===== src/rtl/bf1_skid_pipe_reg.sv =====
// ID/EX pipeline register with a valid/ready handshake and a one-entry skid buffer.
// Carries operands, specifiers, next-PC and WB/M/EX control; flush inserts a bubble; stall cycles are counted.
module bf1_skid_pipe_reg #(
    parameter int DATA_W  = 32,
    parameter int REG_W   = 5,
    parameter int PC_W    = 8,
    parameter int WB_W    = 2,
    parameter int M_W     = 3,
    parameter int ALUOP_W = 1,
    parameter int CNT_W   = 16
) (
    input  logic                 clk_BF1,
    input  logic                 rst_BF1,
    input  logic                 in_valid,
    output logic                 in_ready,
    input  logic                 flush,
    input  logic [DATA_W-1:0]    data1_in,
    input  logic [DATA_W-1:0]    data2_in,
    input  logic [DATA_W-1:0]    imm_in,
    input  logic [REG_W-1:0]     rd_in,
    input  logic [REG_W-1:0]     rt_in,
    input  logic [PC_W-1:0]      pc_in,
    input  logic [WB_W-1:0]      wb_in,
    input  logic [M_W-1:0]       m_in,
    input  logic [ALUOP_W+1:0]   ex_in,
    output logic                 out_valid,
    input  logic                 out_ready,
    output logic [DATA_W-1:0]    data1_out,
    output logic [DATA_W-1:0]    data2_out,
    output logic [DATA_W-1:0]    imm_out,
    output logic [REG_W-1:0]     rd_out,
    output logic [REG_W-1:0]     rt_out,
    output logic [PC_W-1:0]      pc_out,
    output logic [WB_W-1:0]      wb_out,
    output logic [M_W-1:0]       m_out,
    output logic                 reg_dst,
    output logic [ALUOP_W-1:0]   alu_op,
    output logic                 alu_src,
    output logic [CNT_W-1:0]     stall_cnt
);

    localparam int EX_W = ALUOP_W + 2;
    localparam int E_W  = 3*DATA_W + 2*REG_W + PC_W + WB_W + M_W + EX_W;

    logic [E_W-1:0]   main_reg;
    logic [E_W-1:0]   skid_reg;
    logic             main_v_reg;
    logic             skid_v_reg;
    logic [CNT_W-1:0] stall_cnt_reg;

    logic [E_W-1:0]   in_word;
    logic [WB_W-1:0]  wb_raw;
    logic [M_W-1:0]   m_raw;
    logic [EX_W-1:0]  ex_raw;
    logic             accept;
    logic             drain;

    assign in_word = {data1_in, data2_in, imm_in, rd_in, rt_in, pc_in, wb_in, m_in, ex_in};
    assign {data1_out, data2_out, imm_out, rd_out, rt_out, pc_out, wb_raw, m_raw, ex_raw} = main_reg;

    assign in_ready  = !skid_v_reg;
    assign out_valid = main_v_reg;
    assign stall_cnt = stall_cnt_reg;
    assign accept    = in_valid && in_ready;
    assign drain     = main_v_reg && out_ready;

    // Control groups are gated so a bubble can never write back or touch memory.
    assign wb_out  = main_v_reg ? wb_raw : '0;
    assign m_out   = main_v_reg ? m_raw  : '0;
    assign reg_dst = main_v_reg && ex_raw[ALUOP_W+1];
    assign alu_op  = main_v_reg ? ex_raw[ALUOP_W:1] : '0;
    assign alu_src = main_v_reg && ex_raw[0];

    always_ff @(posedge clk_BF1) begin
        if (rst_BF1) begin
            main_reg      <= '0;
            skid_reg      <= '0;
            main_v_reg    <= 1'b0;
            skid_v_reg    <= 1'b0;
            stall_cnt_reg <= '0;
        end else begin
            if (main_v_reg && !out_ready && stall_cnt_reg != {CNT_W{1'b1}})
                stall_cnt_reg <= stall_cnt_reg + 1'b1;

            if (flush) begin
                main_v_reg <= 1'b0;
                skid_v_reg <= 1'b0;
            end else if (!main_v_reg || (drain && !skid_v_reg)) begin
                main_v_reg <= accept;
                if (accept)
                    main_reg <= in_word;
            end else if (drain) begin
                // Skid is full here, so in_ready was low and no accept can coincide.
                main_reg   <= skid_reg;
                main_v_reg <= 1'b1;
                skid_v_reg <= accept;
                if (accept)
                    skid_reg <= in_word;
            end else if (accept) begin
                skid_reg   <= in_word;
                skid_v_reg <= 1'b1;
            end
        end
    end

endmodule


===== config.mk =====
export PLATFORM = sky130hd
export DESIGN_NAME = bf1_skid_pipe_reg
export DESIGN_NICKNAME = d
export VERILOG_FILES = /design/src/rtl/bf1_skid_pipe_reg.sv
export SDC_FILE = /design/constraint.sdc
export NUM_CORES = 1
export LEC_CHECK = 0
export CELL_PAD_IN_SITES_DETAIL_PLACEMENT = 1
export CELL_PAD_IN_SITES_GLOBAL_PLACEMENT = 1
export CORE_UTILIZATION = 40
export DETAILED_ROUTE_END_ITERATION = 10
export PLACE_DENSITY = 0.95
export SYNTH_ARGS = -nofsm -noshare
export SYNTH_HDL_FRONTEND = slang
export SYNTH_SLANG_ARGS = --single-unit

===== constraint.sdc =====
create_clock -name clk_BF1 -period 5.9 [get_ports clk_BF1]
set_input_delay 1.18 -clock clk_BF1 [delete_from_list [all_inputs] [get_ports clk_BF1]]
set_output_delay 1.18 -clock clk_BF1 [all_outputs]
set_load 0.02 [all_outputs]

==> results of run 1 <==
-- cell type report --
cell class / instances / area (sq um)
fill: 3190 / 13550
clock buffer: 39 / 833.3
antenna: 1 / 2.502
tap: 378 / 473.0
multi-input combinational: 828 / 4828
clock inverter: 12 / 214.0
timing repair buffer: 275 / 2784
sequential: 262 / 5245
inverter: 2 / 7.507
-- where the power goes --
part / internal (W) / total [W] / switching [W]
clock: 0.00124 / 0.00198 / 0.000733
sequential: 0.00184 / 0.00188 / 0.0000420
combinational: 0.000248 / 0.000512 / 0.000265
-- path summary, 6_finish.rpt --
check	from	end	slack [ns]	cells after the start
setup / recovery	out_ready	main_reg[32]	2.60	6
hold / removal	skid_reg[77]	skid_reg[77]	0.45	2
setup reg to reg	out_valid	main_reg[32]	2.97	5
hold reg to reg	skid_reg[77]	skid_reg[77]	0.45	2
-- metrics by stage --
| stage | power [W] | area (sq um) |
|---|---|---|
| global placement | 0.002406 | 13340 |
| global route | 0.004522 | 14390 |
| detailed placement | 0.002428 | 13340 |
| floorplan | 0.002239 | 11400 |
| CTS | 0.004412 | 14390 |
| finish | 0.004366 | 14390 |
-- metal layers --
metal | vias to the layer above | wire, um | GRT usage
met3 | 69 | 1667 | 0.03979
met5 | - | 0 | 0
met1 | 4626 | 13020 | 0.2488
li1 | 4535 | - | -
met4 | 0 | 1163 | 0.08421
met2 | 229 | 16400 | 0.3890
-- worst max-delay path, stage by stage --
cell and delay, ns:
clkdlybuf4s50_1 0.53, nor2b_1 0.19, a211oi_4 0.29, buf_12 0.46, nor2_1 0.16, a211oi_1 0.33
-- placed cells by master (no fill, tap or decap), types with 3 or more instances in the layout --
cell / Yosys / layout
clkdlybuf4s50_1: 0 / 265
dfxtp_1: 262 / 262
nand2_1: 247 / 247
nor2_1: 132 / 132
a21oi_1: 129 / 129
mux2i_1: 123 / 123
a211oi_1: 114 / 114
clkbuf_16: 0 / 29
a211oi_2: 11 / 10
and2_1: 8 / 8
clkbuf_8: 0 / 8
nand3_1: 6 / 6
o21ai_0: 6 / 6
nor3_1: 6 / 6
bufinv_16: 0 / 6
nor2b_1: 5 / 5
nand4_1: 5 / 5
clkinv_2: 0 / 5
buf_4: 117 / 5
or3_1: 5 / 4
buf_12: 0 / 4
and4_1: 3 / 3
clkbuf_1: 39 / 3
-- cells by family after synthesis --
kind of cell               count (synthesis)
adders and majority gates                  1
buffers and inverters                    216
AOI/OAI and AO/OA                        270
DFF                                      262
muxes                                    127
xor gates and xnor gates                   1
and+or+nand+nor                          429
==> impl_metrics.yaml, run 1 <==
setup_path:
  crit_required_ns: 6.33
  criticalPathCategory: "primary input to register"
  critPathArrivalTime_ns: 3.73
  start_kind: "primary input"
  cp_max_fo: 244
  cp-end-kind: "register"
layout:
  nets: 1525
  final_core_util: 0.5151
  layout-drive-gt1-share: 0.05430
  stdcell_count: 1797
  syn2layout_area_growth_pct: 26.24
timing:
  slew_headroom: -0.009305
  final.setup.tns_ns: 0
  finalHoldViolations: 0
  setup_slack_ns: 2.598
  finClkSkew_ns: 0.007747
  setup_viol: 0
  final.min_clock_period_ns: 3.302
  slew_violations: 55
  worst_slew_pin_slew_ns: 1.514
  fmax_mhz: 302.8
  finalHoldWorstSlack_ns: 0.4549
  rsz0062_at_grt: "false"
  period_share: 0.5597
synthesis:
  synthTopCellsByArea: "dfxtp_1, mux2i_1, nand2_1"
  synth_cell_types: 42
  synth_edf_count: 0
  synth_top_family_by_area: "compound AO/OA/AOI/OAI gates"
  synth.top_cell.area_share: 0.4602
  yosys.area_share.simple: 0.1530
  post-synth-top-area-cell: "dfxtp_1"
  ys_async_sr_fraction: 0
  synth.most_common_cell: "dfxtp_1"
  ys_warn_count: 0
  yosys.area_share.adder: 0.001098
  netlist_instances: 1306
  avgSynthCellArea_sq_um: 8.727
  synth_xor_area_frac: 0.0007685
  synth_compound_area_frac: 0.1541
  ys_ff_latch: 262
  synthFlopType: "dfxtp_1"
  synth_seq_area_share: 0.4602
  synthMuxAreaShare: 0.1120
  syn-num-nets: 1434
  synthesis.area_sq_um: 11400
  ys_top_cells_by_count: "dfxtp_1, nand2_1, nor2_1"
routing:
  antenna_left: 0
  firstDrtPassIters: 4
  wire_per_inst_um: 17.95
  dr.first_iter.drc_count: 525
  wl_um: 32250
  post_drt_via_cell_ratio: 5.264
  drc: 0
  via_count: 9459
cts:
  post_cts_resized: 0
  hold_buffers: 0
  clk_pin_slew_ns: 0.06
  numCtsBuffers: 28
  clock_path_buffers: 3
  htreeDepth: 1
  post_cts_buffers: 0
  cts_sinks: 262
  tritoncts: "yes"
  root_buffer: "clkbuf_16"
  clk_latency_ns: 0.54
outcome:
  status: "finished, violations left"
  failed_checks: "slew limit"
floorplanning:
  row_count: 61
  dieArea_sq_um: 29170
  core-area_sq_um: 27930
  fp.dieH_um: 170.8
  start_util: 0.4080
  io_pins: 267
  die_w_um: 170.8
place:
  gp_congestion: 0.7698
  dp_hpwl_um: 20770
  numPortBuffers: 266
  place_ws_ns: 2.256
  place_inst: 1745
pwr:
  p_leak_nw: 5.613
  powerDensity_nw_per_um2: 303.5
  peakVddDrop_mv: 0.2095
run:
  cap_violations: 0
grt:
  grt_pass1_vias: 9978
  grt_pass1_wl_um: 50690
  grt_start_max_net_pins: 245
  antenna_found_initial: 0
  gr-usage-all-layers: 0.2150
  grt_overflow: 0
hold_path:
  holdCritPathClass: "register to register"
Power figures use the tool's default switching activity.
==> run 2: changes to the inputs <==
--- a/config.mk
+++ b/config.mk
@@ -7,9 +7,9 @@
 export LEC_CHECK = 0
 export CELL_PAD_IN_SITES_DETAIL_PLACEMENT = 1
 export CELL_PAD_IN_SITES_GLOBAL_PLACEMENT = 1
-export CORE_UTILIZATION = 40
+export CORE_UTILIZATION = 37
 export DETAILED_ROUTE_END_ITERATION = 10
-export PLACE_DENSITY = 0.95
+export PLACE_DENSITY = 0.91
 export SYNTH_ARGS = -nofsm -noshare
 export SYNTH_HDL_FRONTEND = slang
 export SYNTH_SLANG_ARGS = --single-unit
==> constraint.sdc (replaced) <==
create_clock -name clk_BF1 -period 3.25 [get_ports clk_BF1]
set_input_delay 0.65 -clock clk_BF1 [delete_from_list [all_inputs] [get_ports clk_BF1]]
set_output_delay 0.65 -clock clk_BF1 [all_outputs]
set_load 0.02 [all_outputs]
==> impl_metrics.yaml, run 2 (same netlist as run 1, synthesis figures left out) <==
timing:
  period_share: 0.8495
  slew_headroom: 0.3724
  setup_viol: 0
  rsz0062_at_grt: "false"
  slew_violations: 0
  final.min_clock_period_ns: 2.761
  final.setup.tns_ns: 0
  fmax_mhz: 362.2
  finClkSkew_ns: 0.009767
  finalHoldViolations: 0
  finalHoldWorstSlack_ns: 0.4537
  worst_slew_pin_slew_ns: 0.9415
layout:
  final_area_sq_um: 14470
  layout-drive-gt1-share: 0.06001
  final_cell_mix: "clkdlybuf4s50_1, dfxtp_1, nand2_1"
  fillers: 3391
  syn2layout_area_growth_pct: 26.94
  diodes: 0
  layout_commonest_cell: "clkdlybuf4s50_1"
  stdcell_count: 1823
  nets: 1543
pwr:
  power_switching_w: 0.001850
  swShare: 0.2457
  pwr-share-seq: 0.452
  comb_power_share: 0.125
  peakVddDrop_mv: 0.3382
  finalPower_w: 0.007530
  p_int_w: 0.005680
  clockPowerShare: 0.423
  powerDensity_nw_per_um2: 520.5
  p_leak_nw: 5.648
grt:
  antenna_found_initial: 0
  grt_pass1_vias: 9799
  grt_overflow: 0
  gr-usage-all-layers: 0.2005
  grt_start_max_net_pins: 136
  grt_pass1_wl_um: 51240
routing:
  drc: 0
  wl_um: 32350
  dr.first_iter.drc_count: 363
  post_drt_via_cell_ratio: 5.185
  wire_per_inst_um: 17.75
  antenna_left: 0
  firstDrtPassIters: 4
  via_count: 9452
place:
  dp_hpwl_um: 21440
  place_inst: 1774
  gp_congestion: 0.7622
  numPortBuffers: 266
  dpl-instance-area_sq_um: 13560
setup_path:
  cp-end-kind: "output pin"
  cp_max_fo: 16
  crit_required_ns: 2.60
  critPathArrivalTime_ns: 2.11
  start_kind: "register"
  criticalPathCategory: "register to output pin"
cts:
  clock_path_buffers: 3
  cts_sinks: 262
  numCtsBuffers: 29
  htreeDepth: 1
  root_buffer: "clkbuf_16"
  tritoncts: "yes"
  post_cts_resized: 0
  post_cts_buffers: 0
  hold_buffers: 0
  clk_pin_slew_ns: 0.06
  clk_latency_ns: 0.54
floorplanning:
  dieArea_sq_um: 31510
  start_util: 0.3805
  row_count: 63
  die_w_um: 177.5
  core-area_sq_um: 29950
  fp.dieH_um: 177.5
  io_pins: 267
run:
  cap_violations: 0
outcome:
  status: "completed"
hold_path:
  holdCritPathClass: "register to register"
run 2: cell types whose count changed in the layout (fill, tap and decap cells not counted):
cell        previous run  this run
clkbuf_8               8         9
buf_12                 4        10
diode_2                1         0
bufinv_16              6         1
buf_4                  5        16
clkbuf_1               3         9
clkinv_2               5         1
clkinvlp_4             0         1
clkinv_4               1         0
run 2: power by group through the flow:
stage	clock, W	sequential (W)	combinational (W)
floorplan	0	0.00345	0.000615
global placement	0	0.00347	0.000913
detailed placement	0	0.00347	0.000943
CTS	0.00326	0.00341	0.000953
global route	0.00339	0.00342	0.00101
finish	0.00318	0.00340	0.000943
run 2: worst paths after layout:
path         depth (start not counted)           end         from  slack, ns
max reg2reg                          5  skid_reg[66]    out_valid       0.84
min reg2reg                          2   skid_reg[3]  skid_reg[3]       0.45
max                                  2      m_out[1]    out_valid       0.49
min                                  2   skid_reg[3]  skid_reg[3]       0.45
run 2: metrics by stage:
step | util | setup WS [ns]
2_1_floorplan | - | 1.215
4_1_cts | 0.4830 | 0.4353
3_3_place_gp | 0.4525 | 0.5002
3_5_place_dp | 0.4525 | 0.4296
6_report | 0.4830 | 0.4890
5_1_grt | 0.4830 | 0.3898
run 2: routing by layer:
layer  vias up  share of wire  track usage
met5         -              0            0
met4         0          0.033      0.07087
met3        73          0.054      0.04070
met2       215           0.50       0.3641
met1      4607           0.41       0.2313
li1       4557              -            -
run 2: area by class of cell:
type	count	area, sq um	area share
tap	390	488.0	0.03373
clock buffer	46	869.6	0.06011
inverter	2	7.507	0.0005189
clock inverter	3	42.54	0.002940
sequential	262	5245	0.3625
multi-input combinational	828	4828	0.3337
timing repair buffer	292	2987	0.2064
run 2: worst max-delay path, cell delays in order (launching register included):
cell and delay, ns:
dfxtp_1 0.70, and2_1 0.25, clkdlybuf4s50_1 0.62
